[src/rtl/ps2_key_decoder.sv]
// PS/2 set-2 scan-code decoder: tracks E0/F0 prefixes, keeps a held-key bitmap for the
// game keys and buffers one make/break event for the consumer.
module ps2_key_decoder #(
   parameter int TIMEOUT_CYCLES = 2_000_000,
   parameter int TMO_WIDTH      = 21
) (
   input  logic        clk,
   input  logic        rst,
   input  logic [15:0] keycode,
   input  logic        key_valid,
   output logic [10:0] keys_down,
   output logic        ev_valid,
   input  logic        ev_ready,
   output logic [7:0]  ev_code,
   output logic        ev_ext,
   output logic        ev_break,
   output logic        ev_overflow
);

   // state    | meaning
   // IDLE     | no prefix pending
   // EXT      | E0 received
   // BRK      | F0 received
   // EXT_BRK  | E0 then F0 received
   typedef enum logic [1:0] {
      ST_IDLE    = 2'd0,
      ST_EXT     = 2'd1,
      ST_BRK     = 2'd2,
      ST_EXT_BRK = 2'd3
   } state_t;

   localparam logic [TMO_WIDTH-1:0] TMO_LAST = TMO_WIDTH'(TIMEOUT_CYCLES - 1);

   state_t               state, state_next;
   logic [TMO_WIDTH-1:0] tmo_cnt, tmo_next;
   logic [7:0]           rx_byte;
   logic                 cur_ext, cur_brk;
   logic                 ev_done;
   logic [10:0]          key_mask;
   logic [10:0]          keys_next;
   logic                 unused_keycode_hi;

   assign rx_byte           = keycode[7:0];
   assign unused_keycode_hi = ^keycode[15:8];
   assign cur_ext           = (state == ST_EXT) || (state == ST_EXT_BRK);
   assign cur_brk           = (state == ST_BRK) || (state == ST_EXT_BRK);

   always_comb begin
      state_next = state;
      tmo_next   = '0;
      ev_done    = 1'b0;
      if (key_valid) begin
         unique case (rx_byte)
            8'hE0: state_next = ST_EXT;
            8'hF0: begin
               if (state == ST_IDLE)     state_next = ST_BRK;
               else if (state == ST_EXT) state_next = ST_EXT_BRK;
               else                      state_next = state;
            end
            8'h00, 8'hAA, 8'hE1, 8'hEE, 8'hFA, 8'hFE, 8'hFF: state_next = ST_IDLE;
            default: begin
               ev_done    = 1'b1;
               state_next = ST_IDLE;
            end
         endcase
      end else if (state != ST_IDLE) begin
         if (tmo_cnt == TMO_LAST) begin
            state_next = ST_IDLE;
         end else begin
            tmo_next = tmo_cnt + 1'b1;
         end
      end
   end

   // The E0 flag is part of the key identity: plain 75 is keypad 8, not UP.
   always_comb begin
      key_mask = '0;
      unique case ({cur_ext, rx_byte})
         {1'b0, 8'h1D}: key_mask[0]  = 1'b1;
         {1'b0, 8'h1C}: key_mask[1]  = 1'b1;
         {1'b0, 8'h1B}: key_mask[2]  = 1'b1;
         {1'b0, 8'h23}: key_mask[3]  = 1'b1;
         {1'b1, 8'h75}: key_mask[4]  = 1'b1;
         {1'b1, 8'h6B}: key_mask[5]  = 1'b1;
         {1'b1, 8'h72}: key_mask[6]  = 1'b1;
         {1'b1, 8'h74}: key_mask[7]  = 1'b1;
         {1'b0, 8'h29}: key_mask[8]  = 1'b1;
         {1'b0, 8'h5A}: key_mask[9]  = 1'b1;
         {1'b0, 8'h76}: key_mask[10] = 1'b1;
         default:       key_mask     = '0;
      endcase
   end

   always_comb begin
      keys_next = keys_down;
      if (ev_done) begin
         if (cur_brk) keys_next = keys_down & ~key_mask;
         else         keys_next = keys_down | key_mask;
      end
   end

   always_ff @(posedge clk or posedge rst) begin
      if (rst) begin
         state     <= ST_IDLE;
         tmo_cnt   <= '0;
         keys_down <= '0;
      end else begin
         state     <= state_next;
         tmo_cnt   <= tmo_next;
         keys_down <= keys_next;
      end
   end

   // Single-entry buffer; a pop and a push in the same cycle keep it full without loss.
   always_ff @(posedge clk or posedge rst) begin
      if (rst) begin
         ev_valid    <= 1'b0;
         ev_code     <= '0;
         ev_ext      <= 1'b0;
         ev_break    <= 1'b0;
         ev_overflow <= 1'b0;
      end else begin
         if (ev_done && (!ev_valid || ev_ready)) begin
            ev_valid <= 1'b1;
            ev_code  <= rx_byte;
            ev_ext   <= cur_ext;
            ev_break <= cur_brk;
         end else if (ev_valid && ev_ready) begin
            ev_valid <= 1'b0;
         end
         if (ev_done && ev_valid && !ev_ready) begin
            ev_overflow <= 1'b1;
         end
      end
   end

endmodule

[config.mk]
export PLATFORM = sky130hd
export DESIGN_NAME = ps2_key_decoder
export DESIGN_NICKNAME = d
export VERILOG_FILES = /design/src/rtl/ps2_key_decoder.sv
export SDC_FILE = /design/constraint.sdc
export NUM_CORES = 1
export LEC_CHECK = 0
export ABC_AREA = 1
export CORE_MARGIN = 3
export CORE_UTILIZATION = 45
export DETAILED_ROUTE_END_ITERATION = 16
export PLACE_DENSITY = 0.69
export SKIP_LAST_GASP = 1
export SYNTH_ARGS = -nofsm -noshare
export SYNTH_HDL_FRONTEND = slang
export SYNTH_SLANG_ARGS = --single-unit
[constraint.sdc]
create_clock -name clk -period 4.3 [get_ports clk]
set_clock_uncertainty 0.1 [all_clocks]
set_input_delay 0.43 -clock clk [delete_from_list [all_inputs] [get_ports clk]]
set_output_delay 0.43 -clock clk [all_outputs]
set_load 0.01 [all_outputs]
# After elaboration in Yosys (flattened, before gate mapping)
# Cells that the tools add are included.
[word_totals]
wordCells = 78
register_bits = 46
[classes]
n_bitwise = 3
mux = 25
reduce_logical = 17
n_addsub = 1
eq_ne = 24
[ops]
columns = ["operator", "count"]
rows = [
  ["8-bit == test, second input constant", 8],
  ["21-bit two-way mux", 3],
  ["9-bit == test, second input constant", 4],
  ["9-bit by 5-bit == test with 1-bit output, second input constant", 3],
  ["21-bit by 1-bit adder with 21-bit output, second input constant", 1],
  ["21-bit == test, second input constant", 1],
  ["9-bit by 6-bit == test with 1-bit output, second input constant", 2],
  ["9-bit by 7-bit == test with 1-bit output, second input constant", 2],
  ["1-bit two-way mux", 15],
  ["11-bit bitwise AND", 1],
  ["11-bit two-way mux", 1],
  ["11-bit inverter", 1],
  ["11-bit bitwise OR", 1],
  ["2-bit two-way mux", 5],
  ["9-bit OR reduction", 1],
  ["8-bit logical NOT", 1],
  ["2-bit nonzero test", 4],
  ["2-bit == test, second input constant", 2],
  ["1-bit logical AND", 4],
  ["4-bit inequality test, second input constant", 1],
  ["2-bit case mux with 2 select lines", 1],
  ["1-bit logical OR", 3],
  ["3-bit AND reduction", 1],
  ["2-bit by 1-bit == test with 1-bit output, second input constant", 1],
  ["other kinds (2)", 3],
]

# Depth between registers and ports, before layout
# Gate-level depths: netlist of the first run.
[depth]
depth_word = 7
ltp_mapped = 11
ltp_nobuf = 10

# Least setup slack after synthesis of the first run
# OpenSTA, ideal clock, no wires.
[synth_timing]
kind = "reg-to-reg"
start = "register tmo_cnt[0]"
end = "register tmo_cnt[13]"
slack_ns = 2.720
setup_ns = 0.125
n_path_buf = 1
arrival_time_ns = 1.355
synth_period_minus_slack_ns = 1.580
path_stages_with_launch = 10
cell_sequence = "dfrtp_1 > ha_1 > nand2_1 > nor2_1 > inv_1 > nor2_2 > nand3_1 > nand2_2 > buf_4 > nor3_1"
[synth_via]
elab_chain_len = 4
word_cells_on_any_way = 5
classes_between = "add/sub (1); eq/ne (1); mux (3)"
[synth_lines]
columns = ["element", "line", "text"]
rows = [
  ["start: declaration", "35", "logic [TMO_WIDTH-1:0] tmo_cnt, tmo_next;"],
  ["start signal: assignment", "109", "tmo_cnt <= tmo_next;"],
  ["21-bit by 1-bit adder with 21-bit output / 21-bit == test (equally long branches)", "70, 67", ""],
  ["21-bit two-way mux *", "67", "if (tmo_cnt == TMO_LAST) begin"],
  ["21-bit two-way mux *", "66", "end else if (state != ST_IDLE) begin"],
  ["21-bit two-way mux *", "52", "if (key_valid) begin"],
  ["via tmo_next[13]", "35", ""],
]
# Mark *: on every way through the listed nets, which the timed path passes. The rest lies on a longest branch.
# A chain may end at the register's enable or synchronous reset.

# Final worst setup path of the first run
[layout_timing]
start = "input keycode[3]"
end = "register ev_code[3]"
[layout_via]
elab_chain_len = 5
word_cells_on_any_way = 13
classes_between = "eq/ne (8); mux (2); reduce/logical (3)"
[layout_lines]
columns = ["element", "line", "text"]
rows = [
  ["start: declaration", "9", "input logic [15:0] keycode,"],
  ["8-bit == test / 8-bit logical NOT (equally long branches)", "53", "unique case (rx_byte)"],
  ["9-bit OR reduction (no line)", "-", ""],
  ["1-bit two-way mux", "53", ""],
  ["1-bit two-way mux", "52", ""],
  ["1-bit logical AND", "123", "if (ev_done && (!ev_valid || ev_ready)) begin"],
  ["end signal: assignment", "125", "ev_code <= rx_byte;"],
  ["end: declaration", "14", "output logic [7:0] ev_code,"],
]
# Several ways; a longest one is shown, not always the timed one.

==> results of run 1 <==
==> worst min-delay path by stage <==
| stage | start | to | slack (ps) | depth (start not counted) |
|---|---|---|---|---|
| global placement | ev_overflow$_DFFE_PP0P_ | ev_overflow$_DFFE_PP0P_ | 350 | 1 |
| floorplan | tmo_cnt[0]$_DFF_PP0_ | tmo_cnt[0]$_DFF_PP0_ | 350 | 1 |
| CTS | ev_code[7]$_DFFE_PP0P_ | ev_code[7]$_DFFE_PP0P_ | 380 | 2 |
| detailed placement | register | register | 360 | 2 |
| global route | register | register | 410 | 2 |
| finish | ev_code[7]$_DFFE_PP0P_ | ev_code[7]$_DFFE_PP0P_ | 370 | 2 |
==> cell usage after synthesis <==
cell type	n	area share [%]
sky130_fd_sc_hd__nand4_1	30	6.9
sky130_fd_sc_hd__clkbuf_1	3	0.41
sky130_fd_sc_hd__nand3_4	1	0.64
sky130_fd_sc_hd__o21ai_0	3	0.55
sky130_fd_sc_hd__buf_6	6	2.5
sky130_fd_sc_hd__inv_2	2	0.28
sky130_fd_sc_hd__nor2_8	2	1.5
sky130_fd_sc_hd__nand3_1	33	6.1
sky130_fd_sc_hd__a31oi_1	1	0.23
sky130_fd_sc_hd__xor2_1	3	0.96
sky130_fd_sc_hd__nor3_1	18	3.3
sky130_fd_sc_hd__nor2_2	4	0.92
sky130_fd_sc_hd__nor2_1	59	8.1
sky130_fd_sc_hd__o21bai_2	1	0.41
sky130_fd_sc_hd__ha_1	1	0.46
sky130_fd_sc_hd__dfrtp_1	46	42
sky130_fd_sc_hd__inv_1	45	6.2
sky130_fd_sc_hd__or2_2	1	0.23
sky130_fd_sc_hd__nand2_2	7	1.6
sky130_fd_sc_hd__buf_4	1	0.28
sky130_fd_sc_hd__nand2_1	109	15
sky130_fd_sc_hd__buf_2	1	0.18
sky130_fd_sc_hd__a21oi_1	6	1.1
==> logic make-up after synthesis <==
family / synth area share [%]
AO/OA/AOI/OAI: 2.295
adder cells (fa/ha/maj): 0.4589
AND/OR/NAND/NOR: 44.24
XOR/XNOR: 0.9639
buffers and inverters: 9.821
flip-flops: 42.22
==> metrics by stage <==
stage | std cells | hold slack (ps)
2_1_floorplan | 383 | 351.6
3_3_place_gp | 478 | 352.7
3_5_place_dp | 478 | 357.5
4_1_cts | 484 | 377.6
5_1_grt | 484 | 411.5
6_report | 484 | 370.9
==> where the power goes <==
part           switching, mW  total (mW)  leakage [nW]  internal, mW
Sequential           0.00933       0.459         0.619         0.449
Combinational         0.0644       0.117         0.808        0.0526
Clock                  0.143       0.267        0.0431         0.124
==> metal layers <==
layer  track usage [%]  share of wire, %  routed length (um)  vias up
met2             26.97                44                2610       39
li1                  -                 -                   -     1288
met1             24.61                51                2990     1149
met4             5.702               1.4                  85        0
met5                 0                 0                   0        -
met3             5.035               3.7                 220        5
==> critical path, cell delays in order <==
cell	delay, ps
sky130_fd_sc_hd__clkdlybuf4s50_1	650
sky130_fd_sc_hd__nor2_1	120
sky130_fd_sc_hd__nand2_1	90
sky130_fd_sc_hd__inv_2	50
sky130_fd_sc_hd__nand2_2	60
sky130_fd_sc_hd__nand2_2	80
sky130_fd_sc_hd__nor2_8	390
sky130_fd_sc_hd__nand3_4	210
sky130_fd_sc_hd__nand2_1	110
sky130_fd_sc_hd__nand2_1	50
==> cell type report <==
type / instances / area, um^2
clock buffer: 6 / 82.58
fill: 594 / 2527
inverter: 47 / 176.4
multi-input combinational: 279 / 1308
sequential: 46 / 1151
tap: 72 / 90.09
timing repair buffer: 34 / 340.3
==> placed cells by master (no fill, tap or decap), types with 6 or more instances in the layout <==
| master | instances |
|---|---|
| sky130_fd_sc_hd__nand3_1 | 33 |
| sky130_fd_sc_hd__nand2_2 | 7 |
| sky130_fd_sc_hd__nor3_1 | 18 |
| sky130_fd_sc_hd__dfrtp_1 | 46 |
| sky130_fd_sc_hd__clkdlybuf4s50_1 | 34 |
| sky130_fd_sc_hd__a21oi_1 | 6 |
| sky130_fd_sc_hd__inv_1 | 44 |
| sky130_fd_sc_hd__nand2_1 | 109 |
| sky130_fd_sc_hd__clkbuf_8 | 6 |
| sky130_fd_sc_hd__nand4_1 | 30 |
| sky130_fd_sc_hd__nor2_1 | 59 |
==> run_results.csv, run 1 <==
group,metric,value,unit
status,run_status,"complete, no violations",
floorplanning,die_y,83.84,um
place,io_buffers,34,
floorplanning,core_area,0.005675,mm^2
synthesis,synth.lib_cells_used.distinct,23,
worst_setup_path,regToRegEndpoint,"tmo_cnt[20]$_DFF_PP0_",
global_route,grt_start_max_net_pins,47,
worst_setup_path,cp_data_required_time,4400,ps
worst_setup_path,critical_path.max_fanout,34,
pwr,ir_drop,151.4,uV
place,dpl.hpwl,4275,um
cts,postCtsResizedCells,0,
cts,cts_htree_levels,2,
layout,area_growth_syn_to_layout,15.47,%
min_path,hold_class,"reg -> reg",
worst_setup_path,crit-reg2reg-launch,"tmo_cnt[0]$_DFF_PP0_",
layout,insertedDiodeCount,0,
detailed_routing,drt_drc_violations_left,0,
sta,timing_hold_violations_final,0,
global_route,grt_first_pass_wirelength,10300,um
cts,cts_setup_buffers,0,
place,globalplace.congestion,0.8643,
layout,post-route-cell-area,0.003148,mm^2
layout,layout-drive-gt1-share,6.068,%
sta,timing.slew.headroom,35.70,%
worst_setup_path,worstSetupPathType,"in -> reg",
worst_setup_path,flop2flop_setup_slack,2290,ps
sta,final.period_utilization,50.31,%
place,dp_worst_setup_slack,1833,ps
sta,final-setup-viol-count,0,
detailed_routing,dr.pass1.iters,4,
detailed_routing,via_density_per_instance,5.126,
floorplanning,floorplan.die.width,83.84,um
global_route,grt_use_total,17.82,%
global_route,global_route.overflow_total,0,
worst_setup_path,crit_end,"ev_code[3]$_DFFE_PP0P_",
synthesis,synthesis.yosys.warnings,0,
synthesis,syn-cell-area,0.002726,mm^2
detailed_routing,route.vias.total,2481,
run,max_cap_violations,0,
pwr,static-leakage-power,1.470,nW
worst_setup_path,timing.critical_path.from_type,"primary input",
cts,cts.clk_slew.worst_paths,80,ps
sta,finalWorstPathRequiredPeriod,2163,ps
cts,cts_inserted_buffers,5,
synthesis,netlist_instances,383,
sta,timing_max_transition_violations_final,0,
sta,finalSetupTns,0,ps
synthesis,number_of_storage_elements_in_the_synthesis_netlist,46,
detailed_routing,detail_route.iter0.violations,132,
pwr,power.density,267.8,mW/mm^2
floorplanning,row_count,27,
synthesis,syn-mean-instance-area,7.118,um^2
detailed_routing,wl_per_cell,12.20,um
sta,setup_repair_after_global_routing_missed_its_margin,"no",
cts,cts_hold_buffers,0,
cts,numClockSinks,46,
global_route,antenna_found_initial,0,
synthesis,seq_area_frac_synth,42.22,%
cts,cts_tree,"built",
detailed_routing,antenna_violating_nets_post_route,0,
place,dpl_cell_area,0.003065,mm^2
global_route,first_global_vias,2274,
floorplanning,io_pins,43,
floorplanning,design.die.area,0.007028,mm^2
worst_setup_path,critical_path_arrival,2260,ps
layout,nNetsFinal,434,
sta,post-route-worst-setup-slack,2137,ps
worst_setup_path,endpoint_kind,"register",
worst_setup_path,ff2ff_path_depth,10,
worst_setup_path,cp-startpoint,"keycode[3]",
pwr,total_power,0.8429,mW
layout,final_core_utilization,55.47,%
floorplanning,floorplan.initialDensity,48.04,%
sta,worstMarginPinSlew,963.1,ps
cts,ctsRootBufferMaster,"sky130_fd_sc_hd__clkbuf_8",
sta,fmax,462.2,MHz
cts,clk_path_buf_depth,2,
synthesis,synthesis.nets,404,
detailed_routing,wirelength,5906,um
cts,worstSkewPairLatency,300,ps
Power figures use the tool's default switching activity.
==> run 2: changes to the inputs <==
==> constraint.sdc (replaced) <==
create_clock -name clk -period 2 [get_ports clk]
set_clock_uncertainty 0.1 [all_clocks]
set_input_delay 0.2 -clock clk [delete_from_list [all_inputs] [get_ports clk]]
set_output_delay 0.2 -clock clk [all_outputs]
set_load 0.01 [all_outputs]
==> run 2 against run 1 <==
Clock-buffer cell count increased by 1. Cell count rose by 3.1%. Cell area rose by 4.6%. Non-clock buffer count rose by 13. Critical path depth did not move. Power increased by 120%. Utilization up 2.5 points. Routed wire length shrank 2.8%. Setup slack worse by 1900 ps. Sequential cell count unchanged. Sequential power up 110%. Die area unchanged. Critical endpoint is now tmo_cnt[20]$_DFF_PP0_. Largest cell class unchanged.
==> run_results.csv, run 2 (synthesis results as in run 1) <==
group,metric,value,unit
detailed_routing,via_density_per_instance,4.970,
pwr,power.sequential.fraction,54.1,%
cts,cts_tree,"built",
worst_setup_path,crit_family,"simple AND/OR/NAND/NOR gates",
cts,cts_inserted_buffers,5,
run,max_cap_violations,0,
pwr,static-leakage-power,1.550,nW
pwr,comb_power_share,14.9,%
layout,fillerInstances,535,
detailed_routing,dr.pass1.iters,5,
floorplanning,floorplan.die.width,83.84,um
detailed_routing,antenna_violating_nets_post_route,0,
layout,final_cell_mix,"sky130_fd_sc_hd__nand2_1, sky130_fd_sc_hd__nor2_1, sky130_fd_sc_hd__dfrtp_1, sky130_fd_sc_hd__inv_1, sky130_fd_sc_hd__clkdlybuf4s50_1",
floorplanning,row_count,27,
worst_setup_path,timing.critical_path.cells,"ha_1 > nand2_1 > nor2_1 > inv_1 > nor2_2 > nand3_1 > nand2_2 > inv_1 > nand2_1 > nor2_1",
worst_setup_path,endpoint_kind,"register",
cts,postCtsResizedCells,0,
pwr,ir_drop,378.8,uV
worst_setup_path,critical_path_arrival,1880,ps
cts,ctsRootBufferMaster,"sky130_fd_sc_hd__clkbuf_8",
global_route,grt_use_total,17.08,%
global_route,first_global_vias,2219,
sta,finalWorstPathRequiredPeriod,1799,ps
cts,numClockSinks,46,
cts,cts_hold_buffers,0,
layout,nNetsFinal,447,
sta,timing_hold_violations_final,0,
sta,timing_max_transition_violations_final,0,
floorplanning,floorplan.initialDensity,48.04,%
floorplanning,io_pins,43,
sta,final-setup-viol-count,0,
worst_setup_path,cp_data_required_time,2080,ps
cts,cts.clk_slew.worst_paths,80,ps
pwr,total_power,1.822,mW
worst_setup_path,crit_path_max_incr_delay,400,ps
layout,final_core_utilization,58.00,%
worst_setup_path,critical_path.max_fanout,6,
global_route,global_route.overflow_total,0,
pwr,power.density,553.5,mW/mm^2
detailed_routing,wl_per_cell,11.50,um
sta,worstMarginPinSlew,443.3,ps
detailed_routing,detail_route.iter0.violations,154,
layout,post-route-cell-area,0.003292,mm^2
worst_setup_path,critical_path_buf_inv_count,2,
sta,finalSetupTns,0,ps
floorplanning,die_y,83.84,um
floorplanning,design.die.area,0.007028,mm^2
global_route,grt_start_max_net_pins,26,
min_path,hold_class,"in -> async",
worst_setup_path,critical_path.slowest_cell,"sky130_fd_sc_hd__dfrtp_1",
detailed_routing,wirelength,5740,um
status,run_status,"complete, no violations",
pwr,clkPwrFrac,31.0,%
detailed_routing,drt_drc_violations_left,0,
worst_setup_path,timing.critical_path.from_type,"register",
sta,timing.slew.headroom,70.41,%
global_route,grt_first_pass_wirelength,10010,um
sta,fmax,555.8,MHz
place,globalplace.congestion,0.8373,
floorplanning,core_area,0.005675,mm^2
layout,insertedDiodeCount,0,
pwr,psw,0.4470,mW
cts,cts_setup_buffers,0,
layout,commonest_non_fill_non_tap_cell_in_the_layout,"sky130_fd_sc_hd__nand2_1",
place,dpl.hpwl,4462,um
sta,final.period_utilization,89.96,%
pwr,switching_share,24.54,%
place,io_buffers,34,
sta,setup_repair_after_global_routing_missed_its_margin,"no",
cts,clk_path_buf_depth,2,
layout,area_growth_syn_to_layout,20.74,%
detailed_routing,route.vias.total,2480,
cts,worstSkewPairLatency,290,ps
layout,layout-drive-gt1-share,9.133,%
pwr,internal-power,1.375,mW
sta,holdWs,127.4,ps
global_route,antenna_found_initial,0,
worst_setup_path,worstSetupPathType,"reg -> reg",
cts,cts_htree_levels,2,
place,dpl_cell_area,0.003201,mm^2
-- run 2: cell types whose count changed in the layout (fill, tap and decap cells not counted), sizes merged --
cell    change
clkinv      +1
clkbuf      +1
buf        +13
-- run 2: area by class of cell --
class	instances	area (um^2)	share of cell area (%)
Clock buffer	7	86.33	2.623
Clock inverter	1	5.005	0.1520
Inverter	47	176.4	5.359
Multi-Input combinational cell	279	1308	39.72
Sequential cell	46	1151	34.97
Tap cell	72	90.09	2.737
Timing Repair Buffer	47	475.5	14.44
-- run 2: power by group through the flow --
stage | clock network, mW | registers (mW) | logic (mW)
after global routing | 0.635 | 0.991 | 0.299
after detailed placement | 0 | 1.00 | 0.274
after global placement | 0 | 1.00 | 0.271
after CTS | 0.593 | 0.986 | 0.276
final | 0.565 | 0.985 | 0.272
after floorplan | 0 | 1.02 | 0.114
-- run 2: worst reg2reg max path: stages (launching register included) --
cell and delay [ps]:
sky130_fd_sc_hd__dfrtp_1 400, sky130_fd_sc_hd__ha_1 210, sky130_fd_sc_hd__nand2_1 80, sky130_fd_sc_hd__nor2_1 200
sky130_fd_sc_hd__inv_1 120, sky130_fd_sc_hd__nor2_2 150, sky130_fd_sc_hd__nand3_1 110, sky130_fd_sc_hd__nand2_2 90
sky130_fd_sc_hd__inv_1 110, sky130_fd_sc_hd__nand2_1 80, sky130_fd_sc_hd__nor2_1 40
-- run 2: final timing paths --
path / slack, ps / start / depth (start not counted) / to
max: 200 / tmo_cnt[0]$_DFF_PP0_ / 10 / tmo_cnt[20]$_DFF_PP0_
min: 130 / rst / 2 / ev_ext$_DFFE_PP0P_
min reg2reg: 370 / ev_code[1]$_DFFE_PP0P_ / 2 / ev_code[1]$_DFFE_PP0P_
max reg2reg: 200 / tmo_cnt[0]$_DFF_PP0_ / 10 / tmo_cnt[20]$_DFF_PP0_
max in group asynchronous: 1120 / rst / 3 / tmo_cnt[8]$_DFF_PP0_
min in group clk: 370 / ev_code[1]$_DFFE_PP0P_ / 2 / ev_code[1]$_DFFE_PP0P_
-- run 2: metrics by stage --
stage,instances,setup slack [ps]
4_1_cts,499,194.6
5_1_grt,499,14.98
2_1_floorplan,383,419.5
3_3_place_gp,491,19.14
3_5_place_dp,491,6.609
6_report,499,200.8
-- run 2: routing by layer --
layer / GRT usage, % / vias to the layer above / wire length [um]
met5: 0 / - / 0
met4: 4.386 / 0 / 38
met3: 3.258 / 4 / 210
met2: 25.23 / 44 / 2451
met1: 25.54 / 1117 / 3040
li1: - / 1315 / -
